$ cat config.mk
export PLATFORM = sky130hd
export DESIGN_NAME = ddr4_dll_code_sequencer_flat
export DESIGN_NICKNAME = d
export VERILOG_FILES = /design/src/rtl/ddr4_dll_code_sequencer_pkg.sv /design/src/rtl/ddr4_dll_code_sequencer_if.sv /design/src/rtl/ddr4_dll_code_sequencer_sync2.sv /design/src/rtl/ddr4_dll_code_sequencer.sv /design/src/flat_wrapper.sv
export SDC_FILE = /design/constraint.sdc
export NUM_CORES = 1
export LEC_CHECK = 0
export CELL_PAD_IN_SITES_DETAIL_PLACEMENT = 0
export CELL_PAD_IN_SITES_GLOBAL_PLACEMENT = 1
export CORE_MARGIN = 5
export CORE_UTILIZATION = 45
export DETAILED_ROUTE_END_ITERATION = 16
export PLACE_DENSITY_LB_ADDON = 0.2
export SYNTH_ARGS = -nofsm -noshare
export SYNTH_HDL_FRONTEND = slang
export SYNTH_HIERARCHICAL = 1
export SYNTH_SLANG_ARGS = --single-unit
$ cat constraint.sdc
create_clock -name clk -period 8.8 [get_ports clk]
set_input_delay 1.32 -clock clk [delete_from_list [all_inputs] [get_ports clk]]
set_output_delay 1.32 -clock clk [all_outputs]
set_load 0.03 [all_outputs]
$ cat src/rtl/ddr4_dll_code_sequencer_pkg.sv
// Shared types and default timing for the DDR4 master-DLL code sequencer.
package ddr4_dll_pkg;

  localparam int unsigned CODE_W           = 8;
  localparam int unsigned PWRDN_CYCLES_DEF = 16;
  localparam int unsigned LOCK_TIMEOUT_DEF = 4096;
  localparam int unsigned UPD_PERIOD_DEF   = 65536;
  localparam int unsigned UPD_SETTLE_DEF   = 4;
  localparam int unsigned MAX_RETRY_DEF    = 3;

  typedef enum logic [2:0] {
    StOff,
    StPwrdn,
    StWaitLock,
    StCapture,
    StTrack,
    StFault
  } dll_seq_state_t;

  function automatic int unsigned umax(input int unsigned a, input int unsigned b);
    return (a > b) ? a : b;
  endfunction

  // Bits needed to hold max_val, never less than one.
  function automatic int unsigned cnt_width(input int unsigned max_val);
    return (max_val == 0) ? 1 : $clog2(max_val + 1);
  endfunction

endpackage

$ cat src/rtl/ddr4_dll_code_sequencer_if.sv
// Control/status bundle between the DDR4 controller, the master DLL and the code sequencer.
interface ddr4_dll_code_sequencer_if;
  import ddr4_dll_pkg::*;

  logic              enable;
  logic              upd_req;
  logic              upd_ack;
  logic              dll_lock;
  logic              dll_delay_diff;
  logic [CODE_W-1:0] dll_code;
  logic              dll_powerdown_n;
  logic              dll_code_update;
  logic [CODE_W-1:0] code_out;
  logic              code_valid;
  logic              ready;
  logic              fault;
  logic [1:0]        retry_cnt;

  modport master (
    output enable, upd_req, dll_lock, dll_delay_diff, dll_code,
    input  upd_ack, dll_powerdown_n, dll_code_update, code_out, code_valid, ready, fault,
           retry_cnt
  );

  modport slave (
    input  enable, upd_req, dll_lock, dll_delay_diff, dll_code,
    output upd_ack, dll_powerdown_n, dll_code_update, code_out, code_valid, ready, fault,
           retry_cnt
  );

endinterface

$ cat src/rtl/ddr4_dll_code_sequencer_sync2.sv
// Two-flop synchroniser with synchronous active-high reset.
module dll_sync2 (
  input  logic clk,
  input  logic reset,
  input  logic d_i,
  output logic q_o
);

  logic meta_q, sync_q;

  always_ff @(posedge clk) begin
    if (reset) begin
      meta_q <= 1'b0;
      sync_q <= 1'b0;
    end else begin
      meta_q <= d_i;
      sync_q <= meta_q;
    end
  end

  assign q_o = sync_q;

endmodule

$ cat src/rtl/ddr4_dll_code_sequencer.sv
// Master-DLL bring-up, lock supervision and delay-code refresh sequencer.
// Define DDR4_DLL_DRIFT_REFRESH_EN to refresh the code on a rising DLL drift indication.
module ddr4_dll_code_sequencer
  import ddr4_dll_pkg::*;
#(
  parameter int unsigned PWRDN_CYCLES = PWRDN_CYCLES_DEF,
  parameter int unsigned LOCK_TIMEOUT = LOCK_TIMEOUT_DEF,
  parameter int unsigned UPD_PERIOD   = UPD_PERIOD_DEF,
  parameter int unsigned UPD_SETTLE   = UPD_SETTLE_DEF,
  parameter int unsigned MAX_RETRY    = MAX_RETRY_DEF
) (
  input logic                      clk,
  input logic                      reset,
  ddr4_dll_code_sequencer_if.slave bus
);

  localparam int unsigned CNT_W = cnt_width(umax(umax(PWRDN_CYCLES, LOCK_TIMEOUT), UPD_SETTLE));
  localparam int unsigned PER_W = cnt_width(UPD_PERIOD);

  dll_seq_state_t    state_q, state_d;
  logic [CNT_W-1:0]  cnt_q, cnt_d, cnt_inc;
  logic [PER_W-1:0]  per_q, per_d, per_inc;
  logic              pend_q, pend_d;
  logic [1:0]        retry_q, retry_d;
  logic              fault_q, fault_d;
  logic [CODE_W-1:0] code_q, code_d;
  logic              valid_q, valid_d, ready_q, ready_d, pdn_q, pdn_d;
  logic              cu_q, cu_d, ack_q, ack_d;
  logic              lock_s, diff_s, drift_rise, per_expire, req_any;
  logic              capture_done, lock_fail;

  dll_sync2 u_sync_lock (.clk(clk), .reset(reset), .d_i(bus.dll_lock),       .q_o(lock_s));
  dll_sync2 u_sync_diff (.clk(clk), .reset(reset), .d_i(bus.dll_delay_diff), .q_o(diff_s));

`ifdef DDR4_DLL_DRIFT_REFRESH_EN
  logic diff_prev_q;
  always_ff @(posedge clk) begin
    if (reset) diff_prev_q <= 1'b0;
    else       diff_prev_q <= diff_s;
  end
  assign drift_rise = diff_s & ~diff_prev_q;
`else
  logic unused_diff_s;
  assign unused_diff_s = diff_s;
  assign drift_rise    = 1'b0;
`endif

  assign cnt_inc    = (&cnt_q) ? cnt_q : cnt_q + CNT_W'(1);
  assign per_inc    = (&per_q) ? per_q : per_q + PER_W'(1);
  assign req_any    = pend_q | bus.upd_req;
  // Period is measured from the CODE_UPDATE pulse, so refresh pulses are UPD_PERIOD apart.
  assign per_expire = (UPD_PERIOD != 0) && (32'(per_q) + 32'd1 >= UPD_PERIOD);

  always_comb begin
    state_d      = state_q;
    cnt_d        = cnt_q;
    pend_d       = req_any;
    retry_d      = retry_q;
    fault_d      = fault_q;
    code_d       = code_q;
    capture_done = 1'b0;
    lock_fail    = 1'b0;

    if (state_q != StOff && !bus.enable) begin
      state_d = StOff;
    end else begin
      unique case (state_q)
        StOff: begin
          if (bus.enable) begin
            state_d = StPwrdn;
            cnt_d   = '0;
            retry_d = '0;
          end
        end
        StPwrdn: begin
          if (32'(cnt_q) + 32'd1 >= PWRDN_CYCLES) begin
            state_d = StWaitLock;
            cnt_d   = '0;
          end else begin
            cnt_d = cnt_inc;
          end
        end
        StWaitLock: begin
          if (lock_s) begin
            state_d = StCapture;
            cnt_d   = '0;
          end else if (32'(cnt_q) + 32'd1 >= LOCK_TIMEOUT) begin
            lock_fail = 1'b1;
          end else begin
            cnt_d = cnt_inc;
          end
        end
        StCapture: begin
          if (!lock_s) begin
            lock_fail = 1'b1;
          end else if (32'(cnt_q) >= UPD_SETTLE) begin
            capture_done = 1'b1;
            state_d      = StTrack;
            code_d       = bus.dll_code;
            retry_d      = '0;
            pend_d       = 1'b0;
          end else begin
            cnt_d = cnt_inc;
          end
        end
        StTrack: begin
          if (!lock_s) begin
            lock_fail = 1'b1;
          end else if (req_any || per_expire || drift_rise) begin
            state_d = StCapture;
            cnt_d   = '0;
          end
        end
        StFault: ;
        default: state_d = StOff;
      endcase

      if (lock_fail) begin
        cnt_d = '0;
        if (32'(retry_q) + 32'd1 < MAX_RETRY) begin
          retry_d = retry_q + 2'd1;
          state_d = StPwrdn;
        end else begin
          fault_d = 1'b1;
          state_d = StFault;
        end
      end
    end

    pdn_d   = state_d inside {StWaitLock, StCapture, StTrack};
    ready_d = (state_d == StTrack);
    cu_d    = (state_d == StCapture) && (state_q != StCapture);
    valid_d = capture_done | (valid_q & (state_d inside {StCapture, StTrack}));
    ack_d   = capture_done & req_any;
    per_d   = (cu_d || !(state_d inside {StCapture, StTrack})) ? '0 : per_inc;
  end

  always_ff @(posedge clk) begin
    if (reset) begin
      state_q <= StOff;
      cnt_q   <= '0;
      per_q   <= '0;
      pend_q  <= 1'b0;
      retry_q <= '0;
      fault_q <= 1'b0;
      code_q  <= '0;
      valid_q <= 1'b0;
      ready_q <= 1'b0;
      pdn_q   <= 1'b0;
      cu_q    <= 1'b0;
      ack_q   <= 1'b0;
    end else begin
      state_q <= state_d;
      cnt_q   <= cnt_d;
      per_q   <= per_d;
      pend_q  <= pend_d;
      retry_q <= retry_d;
      fault_q <= fault_d;
      code_q  <= code_d;
      valid_q <= valid_d;
      ready_q <= ready_d;
      pdn_q   <= pdn_d;
      cu_q    <= cu_d;
      ack_q   <= ack_d;
    end
  end

  assign bus.dll_powerdown_n = pdn_q;
  assign bus.dll_code_update = cu_q;
  assign bus.code_out        = code_q;
  assign bus.code_valid      = valid_q;
  assign bus.ready           = ready_q;
  assign bus.fault           = fault_q;
  assign bus.retry_cnt       = retry_q;
  assign bus.upd_ack         = ack_q;

endmodule

$ cat src/flat_wrapper.sv
// flat-port wrapper written by rule: the top's interface ports become plain ports
module ddr4_dll_code_sequencer_flat import ddr4_dll_pkg::*;
#(
  parameter int unsigned PWRDN_CYCLES = PWRDN_CYCLES_DEF,
  parameter int unsigned LOCK_TIMEOUT = LOCK_TIMEOUT_DEF,
  parameter int unsigned UPD_PERIOD   = UPD_PERIOD_DEF,
  parameter int unsigned UPD_SETTLE   = UPD_SETTLE_DEF,
  parameter int unsigned MAX_RETRY    = MAX_RETRY_DEF
)
  (clk, reset, bus_enable, bus_upd_req, bus_dll_lock, bus_dll_delay_diff, bus_dll_code, bus_upd_ack, bus_dll_powerdown_n, bus_dll_code_update, bus_code_out, bus_code_valid, bus_ready, bus_fault, bus_retry_cnt);
  ddr4_dll_code_sequencer_if bus_i ();
  input logic clk;
  input logic reset;
  input wire logic [$bits(bus_i.enable)-1:0] bus_enable;
  input wire logic [$bits(bus_i.upd_req)-1:0] bus_upd_req;
  input wire logic [$bits(bus_i.dll_lock)-1:0] bus_dll_lock;
  input wire logic [$bits(bus_i.dll_delay_diff)-1:0] bus_dll_delay_diff;
  input wire logic [$bits(bus_i.dll_code)-1:0] bus_dll_code;
  output wire logic [$bits(bus_i.upd_ack)-1:0] bus_upd_ack;
  output wire logic [$bits(bus_i.dll_powerdown_n)-1:0] bus_dll_powerdown_n;
  output wire logic [$bits(bus_i.dll_code_update)-1:0] bus_dll_code_update;
  output wire logic [$bits(bus_i.code_out)-1:0] bus_code_out;
  output wire logic [$bits(bus_i.code_valid)-1:0] bus_code_valid;
  output wire logic [$bits(bus_i.ready)-1:0] bus_ready;
  output wire logic [$bits(bus_i.fault)-1:0] bus_fault;
  output wire logic [$bits(bus_i.retry_cnt)-1:0] bus_retry_cnt;
  assign bus_i.enable = bus_enable;
  assign bus_i.upd_req = bus_upd_req;
  assign bus_i.dll_lock = bus_dll_lock;
  assign bus_i.dll_delay_diff = bus_dll_delay_diff;
  assign bus_i.dll_code = bus_dll_code;
  assign bus_upd_ack = bus_i.upd_ack;
  assign bus_dll_powerdown_n = bus_i.dll_powerdown_n;
  assign bus_dll_code_update = bus_i.dll_code_update;
  assign bus_code_out = bus_i.code_out;
  assign bus_code_valid = bus_i.code_valid;
  assign bus_ready = bus_i.ready;
  assign bus_fault = bus_i.fault;
  assign bus_retry_cnt = bus_i.retry_cnt;
  ddr4_dll_code_sequencer #(.PWRDN_CYCLES(PWRDN_CYCLES), .LOCK_TIMEOUT(LOCK_TIMEOUT), .UPD_PERIOD(UPD_PERIOD), .UPD_SETTLE(UPD_SETTLE), .MAX_RETRY(MAX_RETRY)) u_core (.clk(clk), .reset(reset), .bus(bus_i));
endmodule
==> results.md <==
- Width of the chip: 86.1 um
- # IOs: 30
- Critical path required time: 8.96 ns
- Worst setup EP type: register
- Setup TNS: 0 ns
- Part of the Yosys area used for sequential elements: 39.9%
- Resized cells post-CTS: 0
- Total core area: roughly 5600 um2
- Result of the run: completed
- Class of the worst hold path: reg -> reg
- Routed wire per std cell: 13.3 um
- Post-detail-place hpwl: between 3000 and 4000 um
- Via-to-Cell Ratio: approximately 5.4
- Standby leakage power: 0.00107 uW
- Placed Cells: ~390
- Final critical path time including I/O delays and setup: 3.83 ns
- Wire length of the first global-routing pass: 9200 um
- Number of failing setup endpoints in the final timing report: 0
- Most frequent cells after synthesis: sky130_fd_sc_hd__dfxtp_1 (52), sky130_fd_sc_hd__nor2_1 (45), sky130_fd_sc_hd__a21oi_1 (17), sky130_fd_sc_hd__nand2_1 (17), sky130_fd_sc_hd__mux2i_1 (14)
- Combined global-route utilization of all metal layers: 15.0%
- Fraction of layout instances using a drive strength above 1: 4.89%
- Post-route worst setup slack: 4.97 ns
- P per Cell Area: 133 nW/um2
- Setup Crit Path Kind: in -> reg
- Crit-path slowest cell: sky130_fd_sc_hd__clkdlybuf4s50_1
- Most common cell in the netlist: sky130_fd_sc_hd__dfxtp_1
- Ratio of final minimum period to clock period: between 40% and 50%
- Total cell area at the placement stage: 2910 um2
- Floorplan die area: about 7400 um2
- Async set-or-reset flop fraction in the synthesized netlist: 0%
- Relative slew slack: a little under a quarter
- Rows: 27
- Most frequently used flop master after synthesis: sky130_fd_sc_hd__dfxtp_1
- Number of port buffers: 28
- Pin slew with the least headroom to its limit: between 1 and 1.5 ns
- Initial cell density of the core: 46.8%
- Startpoint kind of the worst setup timing path: input port
- Post-route cell area: around 3000 um2
- CP top delay family: buffers and inverters
- First-pass iteration count of the detailed router: 4
- Endpoints failing hold: 0
- Via count of the first global-routing pass: about 2,000
- Data arrival time of the critical path: 3.98 ns
- Largest area contributor in the netlist: sky130_fd_sc_hd__dfxtp_1
- GPL Wtd Cong: 0.775
- TritonCTS clock tree: built
- Clock sinks: 52
- Worst IR drop on VDD: 0.0961 mV
- Highest clock frequency the design can meet: 0.261 GHz
- Count of nets left with antenna violations after detail routing: 0
- Power after layout: 400 uW
- Total congestion overflow after global routing: 0
- Pins over their slew limit: 0
- Post-synthesis instance total: 306
- Number of enable flip-flop cells after synthesis: 0
- Num CTS Buffers: 5
- Max-capacitance violation count: 0
- DP Worst Slack: 4.57 ns
- Number of unique standard cell types used by synthesis: 54
- Die height: 86.1 um
- Iteration-0 DRC Markers: around 130
- Worst clock skew: 0.00966 ns
- Cell Area, Synth: 2610 um2
- Clock-pin slew of the registers on the worst-case setup and hold paths: 0.09 ns
- Flip-flop and latch count after synthesis: 52
- Cell types occupying the most area after synthesis: sky130_fd_sc_hd__dfxtp_1 (40%), sky130_fd_sc_hd__nor2_1 (6.5%), sky130_fd_sc_hd__mux2i_1 (5.4%)
- WL final: 5320 um
- Critical path's largest stage delay: 1.01 ns
- Final instance count without filler cells: 399
- Number of buffers inserted by post-CTS setup repair: 0
- Post-synth top area share: about 40%
- Area delta synth->final: 15.3%
- Number of buffers added to fix hold violations after cts: 0
- Maximum number of pins on one net before global-route repair: 24
- Total nets after synthesis: 324
- Critical-path maximum fanout: 23
- Antenna Cells: 0
- Critical-path cell list: clkdlybuf4s50_1 -> inv_1 -> nand3_1 -> o41ai_1 -> a211oi_1 -> nor3_1 -> a32oi_2 -> nor2_1
- Clock Latency Late Sink: roughly 0.3 ns
- CP bufs+invs: 2
- Number of warnings printed during yosys synthesis: 6
- Average footprint of a synthesized cell: between 8 and 9 um2
- Longest Clk Path Bufs: 2
- Number of nets in the final layout: between 300 and 400
- Via count: 2,150
- Root buffer selected by CTS: sky130_fd_sc_hd__clkbuf_8
- Antenna violations before repair: 0
- Setup repair after global routing missed its margin: false
- H-tree depth reported by CTS: 2
- Number of design rule violations left after detail routing: 0
[final timing paths]
| check | from | endpoint | slack (ns) | cells past startpoint |
|---|---|---|---|---|
| worst min register to register | u_core/u_sync_lock/meta_q | u_core/u_sync_lock/q_o | 0.45 | 1 |
| worst max-delay path | reset | u_core/per_q[7] | 4.97 | 8 |
| worst max register to register | u_core/per_q[6] | u_core/per_q[7] | 5.15 | 11 |
| worst min-delay path | u_core/u_sync_lock/meta_q | u_core/u_sync_lock/q_o | 0.45 | 1 |
[cell families (layout without fill, tap and decap cells)]
kind of cell               after synthesis  after routing  share of synthesized area (%)
xor gates and xnor gates                19             19                           6.39
buffers and inverters                   25             46                           4.03
adders and majority gates                4              4                           1.92
DFF                                     52             52                           39.9
and+or+nand+nor                        135            135                           27.1
AOI/OAI and AO/OA                       56             56                           14.8
muxes                                   15             15                           5.81
[registers in the layout, summed over array words and instances (netlist names), 2 cells and up]
register and flops:
u_core/cnt_q 13, u_core/bus.retry_cnt 2, u_core/per_q 17, u_core/bus.code_out 8
u_core/state_q 3
[metal layers]
metal	GRT usage, %	part of all wire [%]
met1	20.1	51
met2	23.9	44
met5	0	0
met3	4.23	4.2
met4	3.45	0.79
[cells in the final DEF, fill, tap and decap left out, drive strengths merged, types with 9 or more instances in the layout]
master	Yosys	routed
clkdlybuf4s50	0	28
o21ai	12	12
nand3	10	10
mux2i	14	14
xor2	10	10
or3	10	10
xnor2	9	9
inv	11	11
nor3	10	10
a21oi	17	17
dfxtp	52	52
nand2	17	17
nor2	45	45
[power by group]
part	internal [uW]	total, uW	switching, uW
combinational	10.2	21.8	11.6
clock	62.9	138	75.4
sequential	237	240	3.15
[layout make-up]
class | instances | area, um2
Tap cell | 72 | 90.1
Timing Repair Buffer | 28 | 280
Fill cell | 548 | 2570
Inverter | 11 | 41.3
Multi-Input combinational cell | 229 | 1460
Clock inverter | 1 | 8.76
Sequential cell | 52 | 1040
Clock buffer | 6 | 82.6
[metrics by stage]
step / hold WS [ns] / util (%)
floorplan: 0.414 / -
global placement: 0.420 / 52.3
detailed placement: 0.433 / 52.3
CTS: 0.455 / 53.9
global route: 0.475 / 53.9
finish: 0.451 / 53.9
(Power assumes the default switching activity.)
